$ cat src/rtl/fwft_pack_pkg.sv
// Shared FIFO constants and types, used by this packer and the asymmetric FIFO.
package fwft_pack_pkg;

  localparam int FIFO_DATA_WIDTH = 32;
  localparam int FIFO_ADDR_WIDTH = 4;

  // Which half of the tail word the next accepted write fills.
  typedef enum logic {
    LANE_LO = 1'b0,
    LANE_HI = 1'b1
  } lane_e;

endpackage

$ cat src/rtl/fwft_pack_ctrl.sv
// Pointer, lane-select and flag logic for the half-word packing FWFT FIFO.
module pack_fifo_ctrl
  import fwft_pack_pkg::*;
#(
  parameter int ADDR_WIDTH = FIFO_ADDR_WIDTH
) (
  input  logic                  clk,
  input  logic                  arst_n,
  input  logic                  wr,
  input  logic                  rd,
  output logic                  full,
  output logic                  empty,
  output logic                  half_pending,
  output logic                  wr_lo_en,
  output logic                  wr_hi_en,
  output logic [ADDR_WIDTH-1:0] wr_addr,
  output logic [ADDR_WIDTH-1:0] rd_addr
);

  localparam logic [ADDR_WIDTH:0] PTR_ONE = 1;

  logic [ADDR_WIDTH:0] wr_ptr_q, wr_ptr_d;
  logic [ADDR_WIDTH:0] rd_ptr_q, rd_ptr_d;
  lane_e               hsel_q, hsel_d;
  logic                wr_acc;
  logic                rd_acc;

  // Flags come straight from registered pointers; a half word never counts.
  always_comb begin
    empty        = (wr_ptr_q == rd_ptr_q);
    full         = (wr_ptr_q[ADDR_WIDTH-1:0] == rd_ptr_q[ADDR_WIDTH-1:0]) &&
                   (wr_ptr_q[ADDR_WIDTH] != rd_ptr_q[ADDR_WIDTH]);
    half_pending = (hsel_q == LANE_HI);
    wr_acc       = wr && !full;
    rd_acc       = rd && !empty;
    wr_lo_en     = wr_acc && (hsel_q == LANE_LO);
    wr_hi_en     = wr_acc && (hsel_q == LANE_HI);
    wr_addr      = wr_ptr_q[ADDR_WIDTH-1:0];
    rd_addr      = rd_ptr_q[ADDR_WIDTH-1:0];
  end

  // Next-state: lane toggles per accepted half, wr_ptr advances on the high half.
  always_comb begin
    wr_ptr_d = wr_ptr_q;
    rd_ptr_d = rd_ptr_q;
    hsel_d   = hsel_q;
    if (wr_acc) begin
      if (hsel_q == LANE_LO) begin
        hsel_d = LANE_HI;
      end else begin
        hsel_d   = LANE_LO;
        wr_ptr_d = wr_ptr_q + PTR_ONE;
      end
    end
    if (rd_acc) begin
      rd_ptr_d = rd_ptr_q + PTR_ONE;
    end
  end

  // Pointer and lane registers; reset discards any half-written word.
  always_ff @(posedge clk or negedge arst_n) begin
    if (!arst_n) begin
      wr_ptr_q <= '0;
      rd_ptr_q <= '0;
      hsel_q   <= LANE_LO;
    end else begin
      wr_ptr_q <= wr_ptr_d;
      rd_ptr_q <= rd_ptr_d;
      hsel_q   <= hsel_d;
    end
  end

endmodule

$ cat src/rtl/fwft_pack.sv
// First-word-fall-through FIFO packing pairs of half-words into full read words.
module fwft_pack
  import fwft_pack_pkg::*;
#(
  parameter int DATA_WIDTH = FIFO_DATA_WIDTH,
  parameter int ADDR_WIDTH = FIFO_ADDR_WIDTH
) (
  input  logic                       clk,
  input  logic                       arst_n,
  input  logic                       wr,
  input  logic [(DATA_WIDTH>>1)-1:0] wr_data,
  output logic                       full,
  input  logic                       rd,
  output logic [DATA_WIDTH-1:0]      rd_data,
  output logic                       empty,
  output logic                       half_pending
);

  localparam int IN_WIDTH = DATA_WIDTH >> 1;
  localparam int DEPTH    = 1 << ADDR_WIDTH;

  logic [IN_WIDTH-1:0]   lo_mem [DEPTH];
  logic [IN_WIDTH-1:0]   hi_mem [DEPTH];
  logic                  wr_lo_en;
  logic                  wr_hi_en;
  logic [ADDR_WIDTH-1:0] wr_addr;
  logic [ADDR_WIDTH-1:0] rd_addr;

  pack_fifo_ctrl #(
    .ADDR_WIDTH (ADDR_WIDTH)
  ) u_ctrl (
    .clk          (clk),
    .arst_n       (arst_n),
    .wr           (wr),
    .rd           (rd),
    .full         (full),
    .empty        (empty),
    .half_pending (half_pending),
    .wr_lo_en     (wr_lo_en),
    .wr_hi_en     (wr_hi_en),
    .wr_addr      (wr_addr),
    .rd_addr      (rd_addr)
  );

  // Lane storage; not reset, the pointers alone define what is valid.
  always_ff @(posedge clk) begin
    if (wr_lo_en) lo_mem[wr_addr] <= wr_data;
    if (wr_hi_en) hi_mem[wr_addr] <= wr_data;
  end

  // Head word falls through; forced to zero while empty.
  always_comb begin
    rd_data = '0;
    if (!empty) rd_data = {hi_mem[rd_addr], lo_mem[rd_addr]};
  end

endmodule

$ cat config.mk
export PLATFORM = sky130hd
export DESIGN_NAME = fwft_pack
export DESIGN_NICKNAME = d
export VERILOG_FILES = /design/src/rtl/fwft_pack_pkg.sv /design/src/rtl/fwft_pack_ctrl.sv /design/src/rtl/fwft_pack.sv
export SDC_FILE = /design/constraint.sdc
export NUM_CORES = 1
export LEC_CHECK = 0
export CORE_AREA = 5 5 181 183
export DETAILED_ROUTE_END_ITERATION = 16
export DIE_AREA = 0 0 186 188
export GPL_ROUTABILITY_DRIVEN = 0
export PLACE_DENSITY = 0.83
export SLEW_MARGIN = 5
export SYNTH_ARGS = -nofsm -noshare
export SYNTH_HDL_FRONTEND = slang
export SYNTH_SLANG_ARGS = --single-unit
export TNS_END_PERCENT = 50
$ cat constraint.sdc
create_clock -name clk -period 6.3 [get_ports clk]
set_input_delay 1.26 -clock clk [delete_from_list [all_inputs] [get_ports clk]]
set_output_delay 1.26 -clock clk [all_outputs]
set_load 0.02 [all_outputs]
After elaboration in Yosys (flattened, before gate mapping):

Memory sizes are Yosys's and may differ from the RTL's.
Index checks and enable logic that the tools add are counted.

* input bits: 20
* RAM bits: 512
* memories: 2
* bits in registers: 11

Memories
* hi_mem: depth 16, width 16, read ports 1, clocked after memory_dff 0, write ports 1, line fwft_pack.sv:23 `logic [IN_WIDTH-1:0] hi_mem [DEPTH];`
* lo_mem: depth 16, width 16, read ports 1, clocked after memory_dff 0, write ports 1, line fwft_pack.sv:22 `logic [IN_WIDTH-1:0] lo_mem [DEPTH];`

* bitwise gates (word level): 1
* eq/ne operators: 3
* add/sub/neg operators: 2
* reductions and logical operators: 8
* multiplexer cells: 6

Operator list (count)
* 32-bit 2-to-1 mux: 1
* 5-bit by 1-bit adder with 5-bit output, second input constant: 2
* 5-bit == test: 1
* 1-bit logical AND: 5
* 1-bit 2-to-1 mux: 5
* 4-bit == test: 1
* 1-bit logical NOT: 2
* 2-bit AND reduction: 1
* 1-bit inequality test: 1
* 1-bit inverter: 1

Logic depth before layout (Yosys ltp):

Gate-level depths: netlist of the first run.

* depth after elaboration: 7
* gate-level depth with buffers: 7

Modules after synthesis:

A second synthesis of the first run with hierarchy kept.

* cells, all modules: 1167
* area total of the unflattened synthesis: 20843.7 um^2

Modules (own cells, without submodules)
* fwft_pack: area an instance 20163.1 um^2, times used 1, cells an instance 1107, seq. area each 15374.7 um^2
* pack_fifo_ctrl: area an instance 680.7 um^2, times used 1, cells an instance 60, seq. area each 275.3 um^2

Worst setup path after synthesis of the first run:

No wires, ideal clock.

* path type: input to register
* start point: in wr
* end point: mem lo_mem[2][0] in the netlist's numbering (enable)
* slack: 3.158 ns
* arrival: 2.733 ns
* stages on the path: 3
* buffers on the path: 1
* cells stage by stage: o21ai_2 -> buf_2 -> nor3_1

* cells in the longest elaborated chain, start to end: 4

Ends and longest elaborated chain
* from (decl): line fwft_pack.sv:10 `input logic wr,`
* 1-bit logical AND: line fwft_pack_ctrl.sv:34 `wr_acc = wr && !full;`
* 1-bit logical AND: line fwft_pack_ctrl.sv:36 `wr_lo_en = wr_acc && (hsel_q == LANE_LO);`
* 1-bit 2-to-1 mux: line fwft_pack.sv:47 `if (wr_lo_en) lo_mem[wr_addr] <= wr_data;`
* 1-bit 2-to-1 mux (not written as such): line fwft_pack.sv:47
* to (decl): line fwft_pack.sv:22

No other way between the ends.

Final worst setup path of the first run:

* start point: reg u_ctrl.rd_ptr_q[0]
* end point: out rd_data[31]

* cells in the longest elaborated chain, start to end: 2
* elaborated cells between the ends (all ways): 3
* those cells by class: eq/ne: 1; mux: 1; memory: 1

Ends and longest elaborated chain
* from (decl): line fwft_pack_ctrl.sv:23 `logic [ADDR_WIDTH:0] rd_ptr_q, rd_ptr_d;`
* from (signal assigned): line fwft_pack_ctrl.sv:68 `rd_ptr_q <= rd_ptr_d;`
* memory read 16 x 16 bit or 5-bit == test (tied branches)
* 32-bit 2-to-1 mux (*): line fwft_pack.sv:54 `if (!empty) rd_data = {hi_mem[rd_addr], lo_mem[rd_addr]};`
* to (decl): line fwft_pack.sv:14 `output logic [DATA_WIDTH-1:0] rd_data,`

Mark *: on every way between the ends. The rest lies on a longest branch, timed or not.

==> metrics.md, run 1 <==
| Metric | Value |
|---|---|
| Most area-consuming cells after synthesis | `edfxtp_1 (77%), mux4_2 (14%), a22oi_1 (2.4%)` |
| Clock tree buffer depth | `3` |
| Pwr dens | `460 mW/mm^2` |
| Crit-path cells | `buf_4, mux4_2, a22oi_1, a21oi_1, clkdlybuf4s50_1` |
| Vias in the first global route | `10400` |
| Share of layout cells above drive strength 1 | `25.1%` |
| CP startpoint kind | `register` |
| Crit-path max cell delay | `950 ps` |
| Status | `finished clean` |
| Final Hold Vio Count | `0` |
| Layout area overhead | `13.4%` |
| CTS resizes | `0` |
| Syn. warnings | `0` |
| Maximum fanout along the worst path | `35` |
| WP buf/inv | `2` |
| Post-DR wirelength/cell | `30.8 microns` |
| Post-synth EDFFs | `512` |
| Placed inst area | `0.0213 sq mm` |
| Grt total ovfl | `0` |
| Netlist Area Pre-Place | `0.0200 sq mm` |
| Worst-margin pin slew | `1370 ps` |
| Later-pin clock latency in the skew report | `560 ps` |
| Root buf cell | `clkbuf_16` |
| Arrival time at the worst endpoint | `3670 ps` |
| Site Rows | `65` |
| # setup viols final | `0` |
| Final Skew | `16.5 ps` |
| Crit. End Element | `primary output` |
| Sequential area share after synthesis | `78.1%` |
| CP top delay family | `buffers and inverters` |
| CTS buffer count | `49` |
| Commonest cells in the netlist | `edfxtp_1 (512), mux4_2 (128), a22oi_1 (64)` |
| Core area | `0.0311 sq mm` |
| Fmax achieved | `0.203 GHz` |
| Setup_tns | `0 ps` |
| Post-synthesis instance total | `888` |
| Worst Hold Class | `register to register` |
| Synth area leader | `edfxtp_1` |
| Via count | `9719` |
| Initial antenna violation count | `0` |
| Final HPWL DP | `23500 microns` |
| Pin count of the biggest net entering global routing | `83` |
| Hold buffers post-CTS | `0` |
| Post-synthesis register bit count | `523` |
| Final Max Slew Viols | `0` |
| Initial DRC Count | `1123` |
| Slowest CP cell | `dfrtp_4` |
| Yosys cell types | `32` |
| Nets | `1009` |
| Worst-path clk slew | `60 ps` |
| Top_reg_cell synth | `edfxtp_1` |
| Count leader, synth | `edfxtp_1` |
| Area share of the largest cell type after synthesis | `76.7%` |
| Post-synth ARST share | `2.10%` |
| CTS tree | `built` |
| Post-route cell area | `0.0227 sq mm` |
| Vias per cell | `6.82` |
| CP required | `5040 ps` |
| Leakage Power | `7.09 nW` |
| # DRC | `0` |
| CTS sink cnt | `523` |
| Diode count | `0` |
| First-pass GRT wire length | `65700 microns` |
| Post-CTS setup buffers | `0` |
| Mapped Nets | `913` |
| Max-cap violations | `0` |
| Initial Util | `64.5%` |
| Boundary pin count | `55` |
| GRT Total Usage | `25.8%` |
| Routed Antenna Nets | `0` |
| Post-Route WL | `43900 microns` |
| Die width | `186 microns` |
| DRT Pass-1 Iters | `7` |
| Total die area | `0.0350 sq mm` |
| Worst IR Drop VDD | `0.670 mV` |
| RSZ-0062 raised after global routing | `false` |
| Quantity of I/O buffers inserted on ports | `54` |
| Max H-tree Level | `2` |
| Setup CP Type | `register to primary output` |
| Post-Syn Area per Cell | `22.6 sq um` |
| Fin crit share | `78.3%` |
| Relative slew margins | `8.11%` |
| Fin crit period | `4930 ps` |
| Die H | `188 microns` |
-- where the power goes --
part	internal, mW	switching, mW	total, mW
clock network	1.56	1.18	2.74
logic	1.54	1.82	3.36
registers	4.08	0.265	4.35
total	7.18	3.27	10.5
-- per-stage QoR --
step | total power [mW] | cells | setup slack, ps | hold slack, ps | utilization [%]
after floorplan | 6.51 | 888 | 3160 | 528 | -
after CTS | 10.5 | 1425 | 1300 | 588 | 73.2
after global placement | 7.68 | 1335 | 1930 | 551 | 68.4
after global routing | 10.9 | 1425 | 1160 | 624 | 73.2
final | 10.5 | 1425 | 1370 | 586 | 73.2
after detailed placement | 7.76 | 1335 | 1920 | 557 | 68.4
-- layout by cell type (no fill, tap or decap), types with 3 or more instances in the layout --
master,instances
edfxtp_1,512
mux4_2,128
a22oi_1,64
clkdlybuf4s50_1,53
clkbuf_16,51
buf_4,41
a21oi_1,32
nor2_1,16
nor3_2,16
clkinv_1,16
clkbuf_1,16
xnor2_1,13
dfrtp_1,9
nand2b_1,5
ha_1,5
o2111ai_1,4
inv_1,4
nand2_1,4
o21ai_1,3
clkinv_2,3
buf_12,3
-- routing by layer --
metal	routed length [microns]	share of wire [%]	global-route usage (%)
met5	0	0	0
met4	1640	3.7	9.39
met1	15800	36	35.6
met3	3660	8.3	4.13
met2	22800	52	42.7
-- worst paths after layout --
path                                    startpoint                  to  slack (ps)  cells past startpoint
worst max-delay path            u_ctrl.rd_ptr_q[0]         rd_data[31]        1370                      5
worst min-delay path            u_ctrl.rd_ptr_q[4]  u_ctrl.rd_ptr_q[4]         590                      1
min in group asynchronous                   arst_n  u_ctrl.wr_ptr_q[4]        1090                      1
worst max register to register  u_ctrl.rd_ptr_q[0]       hi_mem[11][2]        2830                      5
max in group asynchronous                   arst_n  u_ctrl.rd_ptr_q[0]        4730                      1
worst min register to register  u_ctrl.rd_ptr_q[4]  u_ctrl.rd_ptr_q[4]         590                      1
-- area by class of cell --
class                      instances  area [sq um]
sequential                       523         15700
fill                            1711          8330
multi-input combinational        308          4170
clock buffer                      67          1340
timing repair buffer              98           903
tap                              402           503
clock inverter                    23           151
inverter                           4          15.0
-- sequential cells by signal, summed over array words and instances, names as in the netlist --
register             cells
lo_mem                 256
u_ctrl.rd_ptr_q          5
u_ctrl.half_pending      1
hi_mem                 256
u_ctrl.wr_ptr_q          5
-- worst reg2reg max path, stage by stage, from the launching register on --
cell and delay [ps]:
dfrtp_4 950, xnor2_1 200, nand4_1 510, o21ai_2 1000, nor3_2 260, buf_4 290
-- kinds of logic (layout without fill, tap and decap cells) --
| logic type | after synthesis | in the layout | synth area share (%) |
|---|---|---|---|
| flip-flops | 523 | 523 | 78.1 |
| multiplexers | 130 | 130 | 14.5 |
| AO/OA/AOI/OAI | 107 | 107 | 3.64 |
| buffers and inverters | 57 | 192 | 1.55 |
| AND/OR/NAND/NOR | 51 | 51 | 1.24 |
| XOR/XNOR | 15 | 15 | 0.693 |
| adder cells (fa/ha/maj) | 5 | 5 | 0.312 |
No activity file was read; power rests on OpenSTA's default activity.
==> inputs of run 2 (changes only) <==
Settings changed: CORE_AREA 5 5 181 183 to 5 5 188 190, DIE_AREA 0 0 186 188 to 0 0 193 195, PLACE_DENSITY 0.83 to 0.78.
Clock period 6.3 ns to 5.01 ns, I/O delays scaled along.
==> run 2 against run 1 <==
Effect of this change:
- worst setup slack worse by 780 ps
- register-to-register slack worse by 870 ps
- wire length down 0.92%
- critical path depth up 2
- cell area up 0.61%
- first-iteration DRC count down 8.0%
- core utilization down 4.5 points
==> metrics.md, run 2 (synthesis results as in run 1) <==
| Metric | Value |
|---|---|
| Core area | `0.0333 sq mm` |
| Die H | `195 microns` |
| Pin count of the biggest net entering global routing | `59` |
| Sw Share | `31.0%` |
| Post-DR wirelength/cell | `29.5 microns` |
| Final HPWL DP | `23900 microns` |
| Worst Hold Class | `register to register` |
| Worst IR Drop VDD | `0.787 mV` |
| Slowest CP cell | `dfrtp_4` |
| Vias per cell | `6.55` |
| Fin crit period | `4420 ps` |
| # setup viols final | `0` |
| Leakage Power | `7.13 nW` |
| Status | `finished clean` |
| Worst-path clk slew | `60 ps` |
| Most frequent cells in the layout | `edfxtp_1 (512), mux4_2 (128), a22oi_1 (64)` |
| Arrival time at the worst endpoint | `3420 ps` |
| Final Skew | `10.8 ps` |
| Share of layout cells above drive strength 1 | `25.7%` |
| Root buf cell | `clkbuf_16` |
| Post-CTS setup buffers | `0` |
| Max H-tree Level | `2` |
| Fin crit share | `88.2%` |
| Vias in the first global route | `10100` |
| DRT Pass-1 Iters | `5` |
| Pwr dens | `579 mW/mm^2` |
| Met2 wire len | `22700 microns` |
| Setup_tns | `0 ps` |
| Commonest non-fill, non-tap cell in the layout | `edfxtp_1` |
| WP buf/inv | `3` |
| Setup CP Type | `register to primary output` |
| CP startpoint kind | `register` |
| First-pass GRT wire length | `64700 microns` |
| Final Max Slew Viols | `0` |
| Quantity of I/O buffers inserted on ports | `54` |
| CP top delay family | `buffers and inverters` |
| Hold WS | `573 ps` |
| RSZ-0062 raised after global routing | `false` |
| CTS sink cnt | `523` |
| Met3 WL | `3300 microns` |
| Crit. End Element | `primary output` |
| # DRC | `0` |
| Sequential fraction of design power | `41.1%` |
| Max-cap violations | `0` |
| CTS resizes | `0` |
| Clock tree buffer depth | `3` |
| Boundary pin count | `55` |
| Biggest regs | `hi_mem (256), lo_mem (256)` |
| Initial Util | `60.2%` |
| CTS buffer count | `49` |
| Final Hold Vio Count | `0` |
| CTS tree | `built` |
| Grt total ovfl | `0` |
| Met1 Wirelength | `16400 microns` |
| Post-Route WL | `43500 microns` |
| Later-pin clock latency in the skew report | `540 ps` |
| Clock network fraction of total power | `26.6%` |
| CP required | `4010 ps` |
| Total die area | `0.0376 sq mm` |
| Routed Antenna Nets | `0` |
| DR top layer | `met4` |
| Relative slew margins | `12.7%` |
| Site Rows | `67` |
| GRT Total Usage | `23.5%` |
| P_int | `9.13 mW` |
| Via count | `9659` |
| Initial DRC Count | `1033` |
| Worst path most repeated cell | `buf_4` |
| NetSw | `4.10 mW` |
| Layout area overhead | `14.1%` |
| Crit-path cells | `xnor2_1, nand4_1, buf_4, nor2_2, buf_4, a21oi_1, clkdlybuf4s50_1` |
| Maximum fanout along the worst path | `58` |
| Hold buffers post-CTS | `0` |
| Initial antenna violation count | `0` |
| Worst-margin pin slew | `1300 ps` |
| Nets | `1015` |
| Crit-path max cell delay | `1020 ps` |
| Comb power frac | `32.3%` |
| Fmax achieved | `0.226 GHz` |
| Die width | `193 microns` |
==> run 2: path summary, 6_finish.rpt <==
kind / from / endpoint / slack, ps / depth (start not counted)
setup / recovery: u_ctrl.rd_ptr_q[1] / rd_data[24] / 590 / 7
hold reg to reg: u_ctrl.rd_ptr_q[4] / u_ctrl.rd_ptr_q[4] / 570 / 1
min in group asynchronous: arst_n / u_ctrl.rd_ptr_q[0] / 840 / 1
hold / removal: u_ctrl.rd_ptr_q[4] / u_ctrl.rd_ptr_q[4] / 570 / 1
max in group asynchronous: arst_n / u_ctrl.rd_ptr_q[1] / 3730 / 1
setup reg to reg: u_ctrl.rd_ptr_q[1] / lo_mem[0][5] / 1960 / 6
==> run 2: worst register-to-register path, cell delays in order (launching register included) <==
cell and delay (ps):
dfrtp_4 1020, xnor2_1 230, nand4_1 110, buf_4 200
o21ai_2 810, nor3_2 130, buf_4 280
==> run 2: layer usage <==
layer,vias to the layer above,track usage [%]
li1,3976,-
met1,5104,33.3
met2,498,39.5
met3,81,2.98
met4,0,6.69
met5,-,0
==> run 2: cell type report <==
| type | instances | area (sq um) |
|---|---|---|
| antenna | 1 | 2.50 |
| clock buffer | 69 | 1320 |
| clock inverter | 18 | 181 |
| fill | 1967 | 10400 |
| inverter | 4 | 15.0 |
| multi-input combinational | 308 | 4170 |
| sequential | 523 | 15700 |
| tap | 448 | 561 |
| timing repair buffer | 104 | 966 |
==> run 2: stage by stage <==
| step | utilization (%) | setup slack, ps | area [sq um] | instances | power (mW) |
|---|---|---|---|---|---|
| 2_1_floorplan | - | 2130 | 20000 | 888 | 8.18 |
| 3_3_place_gp | 64.2 | 1080 | 21400 | 1387 | 9.72 |
| 3_5_place_dp | 64.2 | 1090 | 21400 | 1387 | 9.79 |
| 4_1_cts | 68.7 | 512 | 22900 | 1474 | 13.3 |
| 5_1_grt | 68.7 | 433 | 22900 | 1474 | 13.7 |
| 6_report | 68.7 | 592 | 22900 | 1475 | 13.2 |
==> run 2: power groups by stage <==
stage               registers (mW)  clock network, mW  logic (mW)
detailed placement            5.53                  0        4.26
floorplan                     5.31                  0        2.87
global placement              5.51                  0        4.21
global route                  5.48               3.76        4.51
finish                        5.44               3.52        4.28
CTS                           5.45               3.55        4.31
==> inputs of run 3 (changes only) <==
Settings changed: HOLD_SLACK_MARGIN set to 0.06.
==> results of run 3 <==
Final layout, timing and power as in run 2 (identical DEF).
